==> src/rtl/nonce_scheduler_pkg.sv <==
// Shared miner definitions: field widths and scheduler FSM encoding.
package nonce_scheduler_pkg;
  localparam int NONCE_W    = 32;
  localparam int MIDSTATE_W = 256;
  localparam int DATA_W     = 96;

  typedef enum logic [1:0] {
    ST_IDLE  = 2'd0,
    ST_SPLIT = 2'd1,
    ST_START = 2'd2,
    ST_RUN   = 2'd3
  } sched_state_t;
endpackage

==> src/rtl/nonce_scheduler_gn_arbiter.sv <==
// Round-robin merge of per-core golden nonces into one valid/ready stream
// held in a single output register.
module gn_arbiter
  import nonce_scheduler_pkg::*;
#(
  parameter int NCORES = 4
) (
  input  logic                      i_clk,
  input  logic                      i_rst,
  input  logic                      i_abort,
  input  logic [NCORES-1:0]         i_core_found,
  input  logic [NONCE_W*NCORES-1:0] i_core_golden,
  output logic [NCORES-1:0]         o_core_ack,
  output logic                      o_gn_valid,
  output logic [NONCE_W-1:0]        o_gn_nonce,
  input  logic                      i_gn_ready
);
  localparam int PTR_W = (NCORES > 1) ? $clog2(NCORES) : 1;

  logic [PTR_W-1:0]   r_ptr;
  logic               r_valid;
  logic [NONCE_W-1:0] r_nonce;

  logic [PTR_W-1:0]   w_rot  [NCORES];
  logic [NONCE_W-1:0] w_gold [NCORES];
  logic [PTR_W-1:0]   w_grant;
  logic [PTR_W-1:0]   w_ptr_next;
  logic               w_hit;
  logic               w_take;

  genvar gi;
  generate
    for (gi = 0; gi < NCORES; gi++) begin : g_core
      assign w_rot[gi]  = PTR_W'((int'(r_ptr) + gi) % NCORES);
      assign w_gold[gi] = i_core_golden[gi*NONCE_W +: NONCE_W];
    end
  endgenerate

  // First requester scanning upward from the pointer, wrapping around.
  always_comb begin
    w_hit   = 1'b0;
    w_grant = '0;
    for (int k = 0; k < NCORES; k++) begin
      if (!w_hit && i_core_found[w_rot[k]]) begin
        w_hit   = 1'b1;
        w_grant = w_rot[k];
      end
    end
  end

  assign w_take     = w_hit && !i_abort && (!r_valid || i_gn_ready);
  assign w_ptr_next = (w_grant == PTR_W'(NCORES - 1)) ? '0 : w_grant + 1'b1;
  assign o_core_ack = i_abort ? i_core_found
                    : (w_take ? (NCORES'(1) << w_grant) : '0);

  always_ff @(posedge i_clk) begin
    if (i_rst) begin
      r_valid <= 1'b0;
      r_nonce <= '0;
      r_ptr   <= '0;
    end else if (w_take) begin
      r_valid <= 1'b1;
      r_nonce <= w_gold[w_grant];
      r_ptr   <= w_ptr_next;
    end else if (i_gn_ready) begin
      r_valid <= 1'b0;
    end
  end

  assign o_gn_valid = r_valid;
  assign o_gn_nonce = r_nonce;
endmodule

==> src/rtl/nonce_scheduler.sv <==
// Splits a job's nonce range across NCORES hasher cores, starts/aborts them,
// and merges their golden nonces into one output stream.
module nonce_scheduler
  import nonce_scheduler_pkg::*;
#(
  parameter  int LOG2_CORES = 2,
  localparam int NCORES     = 1 << LOG2_CORES
) (
  input  logic                      CLK,
  input  logic                      RST,
  input  logic                      job_valid,
  output logic                      job_ready,
  input  logic [MIDSTATE_W-1:0]     job_midstate,
  input  logic [DATA_W-1:0]         job_data,
  input  logic [NONCE_W-1:0]        job_noncemin,
  input  logic [NONCE_W-1:0]        job_noncemax,
  output logic [MIDSTATE_W-1:0]     core_midstate,
  output logic [DATA_W-1:0]         core_data,
  output logic [NCORES-1:0]         core_start,
  output logic [NCORES-1:0]         core_abort,
  output logic [NONCE_W*NCORES-1:0] core_nstart,
  output logic [NONCE_W*NCORES-1:0] core_nend,
  input  logic [NCORES-1:0]         core_busy,
  input  logic [NCORES-1:0]         core_found,
  input  logic [NONCE_W*NCORES-1:0] core_golden,
  output logic [NCORES-1:0]         core_ack,
  output logic                      gn_valid,
  output logic [NONCE_W-1:0]        gn_nonce,
  input  logic                      gn_ready,
  output logic                      job_done
);
  sched_state_t          r_state;
  logic [NONCE_W-1:0]    r_min, r_max;
  logic [MIDSTATE_W-1:0] r_midstate;
  logic [DATA_W-1:0]     r_data;
  logic [NCORES-1:0]     r_started, r_start;
  logic                  r_done, r_run_first;

  logic              w_xfer, w_abort, w_empty, w_single, w_quiet;
  logic [NONCE_W:0]  w_total, w_chunk;

  assign job_ready = (r_state == ST_IDLE) || (r_state == ST_RUN);
  assign w_xfer    = job_valid && job_ready;
  // Abort is combinational so it lands in the very cycle the new job is taken.
  assign w_abort   = w_xfer && (r_state == ST_RUN) && !RST;
  assign core_abort = {NCORES{w_abort}};

  assign w_total  = {1'b0, r_max} - {1'b0, r_min} + 33'd1;
  assign w_chunk  = w_total >> LOG2_CORES;
  assign w_empty  = r_min > r_max;
  assign w_single = (w_chunk == '0);
  assign w_quiet  = ((core_busy & r_started) == '0) && !(|core_found) && !gn_valid;

  genvar gi;
  generate
    for (gi = 0; gi < NCORES; gi++) begin : g_range
      logic [NONCE_W+4:0] w_off;
      logic [NONCE_W-1:0] w_s, w_e;
      logic [NONCE_W-1:0] r_nstart, r_nend;

      assign w_off = (NONCE_W + 5)'(gi) * {4'd0, w_chunk};

      always_comb begin
        w_s = r_min + w_off[NONCE_W-1:0];
        w_e = (gi == NCORES - 1) ? r_max : w_s + w_chunk[NONCE_W-1:0] - 1'b1;
        if (w_single) begin
          w_s = (gi == 0) ? r_min : '0;
          w_e = (gi == 0) ? r_max : '0;
        end
      end

      always_ff @(posedge CLK) begin
        if (RST) begin
          r_nstart <= '0;
          r_nend   <= '0;
        end else if (r_state == ST_SPLIT) begin
          r_nstart <= w_s;
          r_nend   <= w_e;
        end
      end

      assign core_nstart[gi*NONCE_W +: NONCE_W] = r_nstart;
      assign core_nend[gi*NONCE_W +: NONCE_W]   = r_nend;
    end
  endgenerate

  always_ff @(posedge CLK) begin
    if (RST) begin
      r_state     <= ST_IDLE;
      r_min       <= '0;
      r_max       <= '0;
      r_midstate  <= '0;
      r_data      <= '0;
      r_started   <= '0;
      r_start     <= '0;
      r_done      <= 1'b0;
      r_run_first <= 1'b0;
    end else begin
      r_start <= '0;
      r_done  <= 1'b0;
      if (w_xfer) begin
        r_min      <= job_noncemin;
        r_max      <= job_noncemax;
        r_midstate <= job_midstate;
        r_data     <= job_data;
        r_state    <= ST_SPLIT;
      end else begin
        case (r_state)
          ST_SPLIT: begin
            if (w_empty) begin
              r_started <= '0;
              r_done    <= 1'b1;
              r_state   <= ST_IDLE;
            end else begin
              r_started <= w_single ? NCORES'(1) : '1;
              r_start   <= w_single ? NCORES'(1) : '1;
              r_state   <= ST_START;
            end
          end
          ST_START: begin
            r_run_first <= 1'b1;
            r_state     <= ST_RUN;
          end
          ST_RUN: begin
            // Cores raise busy only the cycle after start, so skip the first RUN cycle.
            r_run_first <= 1'b0;
            if (!r_run_first && w_quiet) begin
              r_done  <= 1'b1;
              r_state <= ST_IDLE;
            end
          end
          default: r_state <= ST_IDLE;
        endcase
      end
    end
  end

  assign core_midstate = r_midstate;
  assign core_data     = r_data;
  assign core_start    = r_start;
  assign job_done      = r_done;

  gn_arbiter #(.NCORES(NCORES)) u_gn_arbiter (
    .i_clk         (CLK),
    .i_rst         (RST),
    .i_abort       (w_abort),
    .i_core_found  (core_found),
    .i_core_golden (core_golden),
    .o_core_ack    (core_ack),
    .o_gn_valid    (gn_valid),
    .o_gn_nonce    (gn_nonce),
    .i_gn_ready    (gn_ready)
  );
endmodule

==> config.mk <==
export PLATFORM = sky130hd
export DESIGN_NAME = nonce_scheduler
export DESIGN_NICKNAME = d
export VERILOG_FILES = /design/src/rtl/nonce_scheduler_pkg.sv /design/src/rtl/nonce_scheduler_gn_arbiter.sv /design/src/rtl/nonce_scheduler.sv
export SDC_FILE = /design/constraint.sdc
export NUM_CORES = 2
export LEC_CHECK = 0
export CAP_MARGIN = 25
export CORE_AREA = 8 8 470 472
export DETAILED_ROUTE_END_ITERATION = 6
export DIE_AREA = 0 0 478 480
export DONT_BUFFER_PORTS = 1
export GPL_TIMING_DRIVEN = 0
export PLACE_DENSITY = 0.33
export REMOVE_ABC_BUFFERS = 1
export SYNTH_ARGS = -nofsm -noshare
export SYNTH_HDL_FRONTEND = slang
export SYNTH_SLANG_ARGS = --single-unit
==> constraint.sdc <==
create_clock -name CLK -period 21.9 [get_ports CLK]
set_input_delay 0 -clock CLK [delete_from_list [all_inputs] [get_ports CLK]]
set_output_delay 0 -clock CLK [all_outputs]
set_load 0.03 [all_outputs]
==> flow_metrics.env <==
export IMPL_final_antenna_net_count=0
export IMPL_area_growth_pct=48.1
export IMPL_grtUsageTotal_pct=22.1
export IMPL_drive_gt1_share_pct=4.63
export IMPL_avgSynthCellArea_um2=7.75
export IMPL_numPortBuffers=0
export IMPL_ys_ff_latch=714
export IMPL_critPathCaptureType="register"
export IMPL_grt_pass1_vias=41600
export IMPL_start_kind="register"
export IMPL_synthAdderAreaFrac_pct=12.3
export IMPL_dr_total_vias=40700
export IMPL_yosys_area_share_simple_pct=20.9
export IMPL_rsz0062_at_grt="false"
export IMPL_htree_levels=3
export IMPL_violations="slew limit"
export IMPL_fp_dieH_um=480
export IMPL_ys_warn_count=0
export IMPL_synth_edf_count=0
export IMPL_holdWs_ns=0.0785
export IMPL_power_density_nw_per_um2=137
export IMPL_p_leak_nw=23.2
export IMPL_setup_violations_final=0
export IMPL_syn_area_um2=38600
export IMPL_synth_xor_area_share_pct=4.18
export IMPL_critical_path_class="register to register"
export IMPL_synth_async_reset_ratio_pct=0
export IMPL_layout_nets=6893
export IMPL_route_detailed_drc=0
export IMPL_skew_ns=0.0477
export IMPL_drv_cap=0
export IMPL_grt_pass1_wl_um=356000
export IMPL_dieArea_um2=229000
export IMPL_synth_compound_area_share_pct=19.2
export IMPL_clk_pin_slew_ns=0.06
export IMPL_synthCells=4985
export IMPL_layout_commonest_cell="nand2_1"
export IMPL_slew_violations=315
export IMPL_gp_routability_congestion=0.862
export IMPL_drt_first_iter_violations=2447
export IMPL_drt_vias_per_instance=4.54
export IMPL_cp_max_fo=11
export IMPL_grt_max_degree=345
export IMPL_slowest_delay_ns=0.81
export IMPL_synth_top_family_by_area="simple AND/OR/NAND/NOR gates"
export IMPL_synthFlopType="dfxtp_1"
export IMPL_io_pins=1211
export IMPL_slew_headroom_pct=-45.0
export IMPL_synthMuxAreaShare_pct=0.959
export IMPL_cts_buffers=100
export IMPL_cts_root_buffer="clkbuf_16"
export IMPL_max_clock_freq_mhz=101
export IMPL_grt_antenna_before_repair=175
export IMPL_final_cell_mix="nand2_1 (1220), dlygate4sd3_1 (1122), a21oi_1 (752)"
export IMPL_arrival_ns=10.55
export IMPL_crit_slowest_cell="xor2_1"
export IMPL_tightest_slew_ns=2.18
export IMPL_clk_path_buf_depth=3
export IMPL_die_x_um=478
export IMPL_fin_util_pct=26.8
export IMPL_clk_latency_ns=0.76
export IMPL_grt_overflow=0
export IMPL_seq_area_frac_synth_pct=37.0
export IMPL_netlist_cell_type_count=89
export IMPL_dr_pass1_iters=5
export IMPL_dp_hpwl_um=211000
export IMPL_cts_tree="done"
export IMPL_core_um2=213000
export IMPL_min_period_over_period_pct=45.3
export IMPL_fin_crit_ns=9.93
export IMPL_cp_data_required_time_ns=22.52
export IMPL_post_drt_wl_per_cell_um=29.7
export IMPL_synthTopCellsByArea="dfxtp_1 (37%), nand2_1 (12%), ha_1 (10%), a21oi_1 (9.8%), inv_1 (2.7%)"
export IMPL_fillers=23200
export IMPL_initial_core_util_pct=18.1
export IMPL_hold_viol_final=0
export IMPL_power_w=0.00786
export IMPL_vdd_drop_max_v=0.0000682
export IMPL_finalWirelength_um=267000
export IMPL_crit_top_cell="o21ai_0"
export IMPL_hold_class="input pin to register"
export IMPL_fp_row_count=170
export IMPL_status="finished, violations left"
export IMPL_yosysTopAreaCell="dfxtp_1"
export IMPL_synth_top_area_share_pct=37.0
export IMPL_clock_sinks=714
## repair_timing
action / 4_1_cts / 5_1_grt
buffers inserted: 0 / 0
resized for setup: 0 / 0
hold endpoints to repair: 676 / 10
hold buffers: 1123 / 1
## final cells by class
| cell class | count | area, µm² | share of cell area [%] |
|---|---|---|---|
| inverter | 273 | 1030 | 1.80 |
| timing repair buffer | 1180 | 12300 | 21.5 |
| sequential | 714 | 14300 | 25.0 |
| clock buffer | 139 | 2860 | 5.00 |
| antenna | 71 | 178 | 0.310 |
| multi-input combinational | 3712 | 22300 | 39.0 |
| clock inverter | 45 | 678 | 1.19 |
| tap | 2838 | 3550 | 6.21 |
## per-stage QoR
step / setup WS (ns) / area (µm²) / TNS, ns / std cells
after floorplan: 7.20 / 37500 / 0 / 4699
after global placement: -11.91 / 41100 / -1177.97 / 7537
after detailed placement: 12.06 / 42100 / 0 / 7587
after CTS: 12.04 / 56900 / 0 / 8894
after global routing: 11.48 / 57200 / 0 / 8945
final: 11.97 / 57200 / 0 / 8972
## critical path, delay by kind of cell (launching register included)
family / cells / cell delay (ns)
DFF: 1 / 0.61
adders and majority gates: 4 / 1.70
AOI/OAI and AO/OA: 13 / 3.87
xor gates and xnor gates: 4 / 1.95
buffers and inverters: 1 / 0.18
and+or+nand+nor: 6 / 1.52
## metal layers
layer	wire length, µm	track usage (%)	vias up
met5	59	0	-
met4	8770	6.95	10
met3	28600	9.88	418
met2	133000	39.7	1397
met1	96700	23.2	19900
li1	-	-	19000
## sequential cells by signal, indices dropped and copies added (netlist names), 2 cells and up
signal	flops
core_midstate	256
g_range.r_nend	128
g_range.r_nstart	127
core_data	96
r_max	32
r_min	32
u_gn_arbiter.o_gn_nonce	32
core_start	2
r_started	2
r_state	2
u_gn_arbiter.r_ptr	2
## cells in the mapped netlist, types with 57 or more instances
| library cell | number |
|---|---|
| a21o_1 | 96 |
| a21oi_1 | 753 |
| clkbuf_1 | 242 |
| dfxtp_1 | 714 |
| ha_1 | 320 |
| inv_1 | 273 |
| nand2_1 | 1223 |
| nand3_1 | 131 |
| nor2_1 | 225 |
| nor3_1 | 57 |
| o21ai_0 | 108 |
| xnor2_1 | 103 |
| xor2_1 | 76 |
## cells by family after synthesis
logic type / count (synthesis)
flip-flops: 714
AO/OA/AOI/OAI: 1249
buffers and inverters: 559
adder cells (fa/ha/maj): 357
multiplexers: 37
XOR/XNOR: 181
AND/OR/NAND/NOR: 1888
## power breakdown
group / switching (W) / internal [W] / leakage, nW
Clock: 0.000730 / 0.00106 / 1.71
Combinational: 0.00242 / 0.00165 / 15.7
Sequential: 0.000538 / 0.00147 / 5.85
## worst paths after layout
check,start,end,slack [ns],cells past startpoint
hold reg to reg,r_started[0]$_SDFFE_PP0P_,r_started[0]$_SDFFE_PP0P_,0.50,2
hold / removal,job_midstate[154],core_midstate[154]$_SDFFE_PP0P_,0.08,3
setup reg to reg,r_min[1]$_SDFFE_PP0P_,g_range[1].r_nend[31]$_SDFFE_PP0P_,11.97,28
setup / recovery,r_min[1]$_SDFFE_PP0P_,g_range[1].r_nend[31]$_SDFFE_PP0P_,11.97,28
No activity file was read; power rests on OpenSTA's default activity.
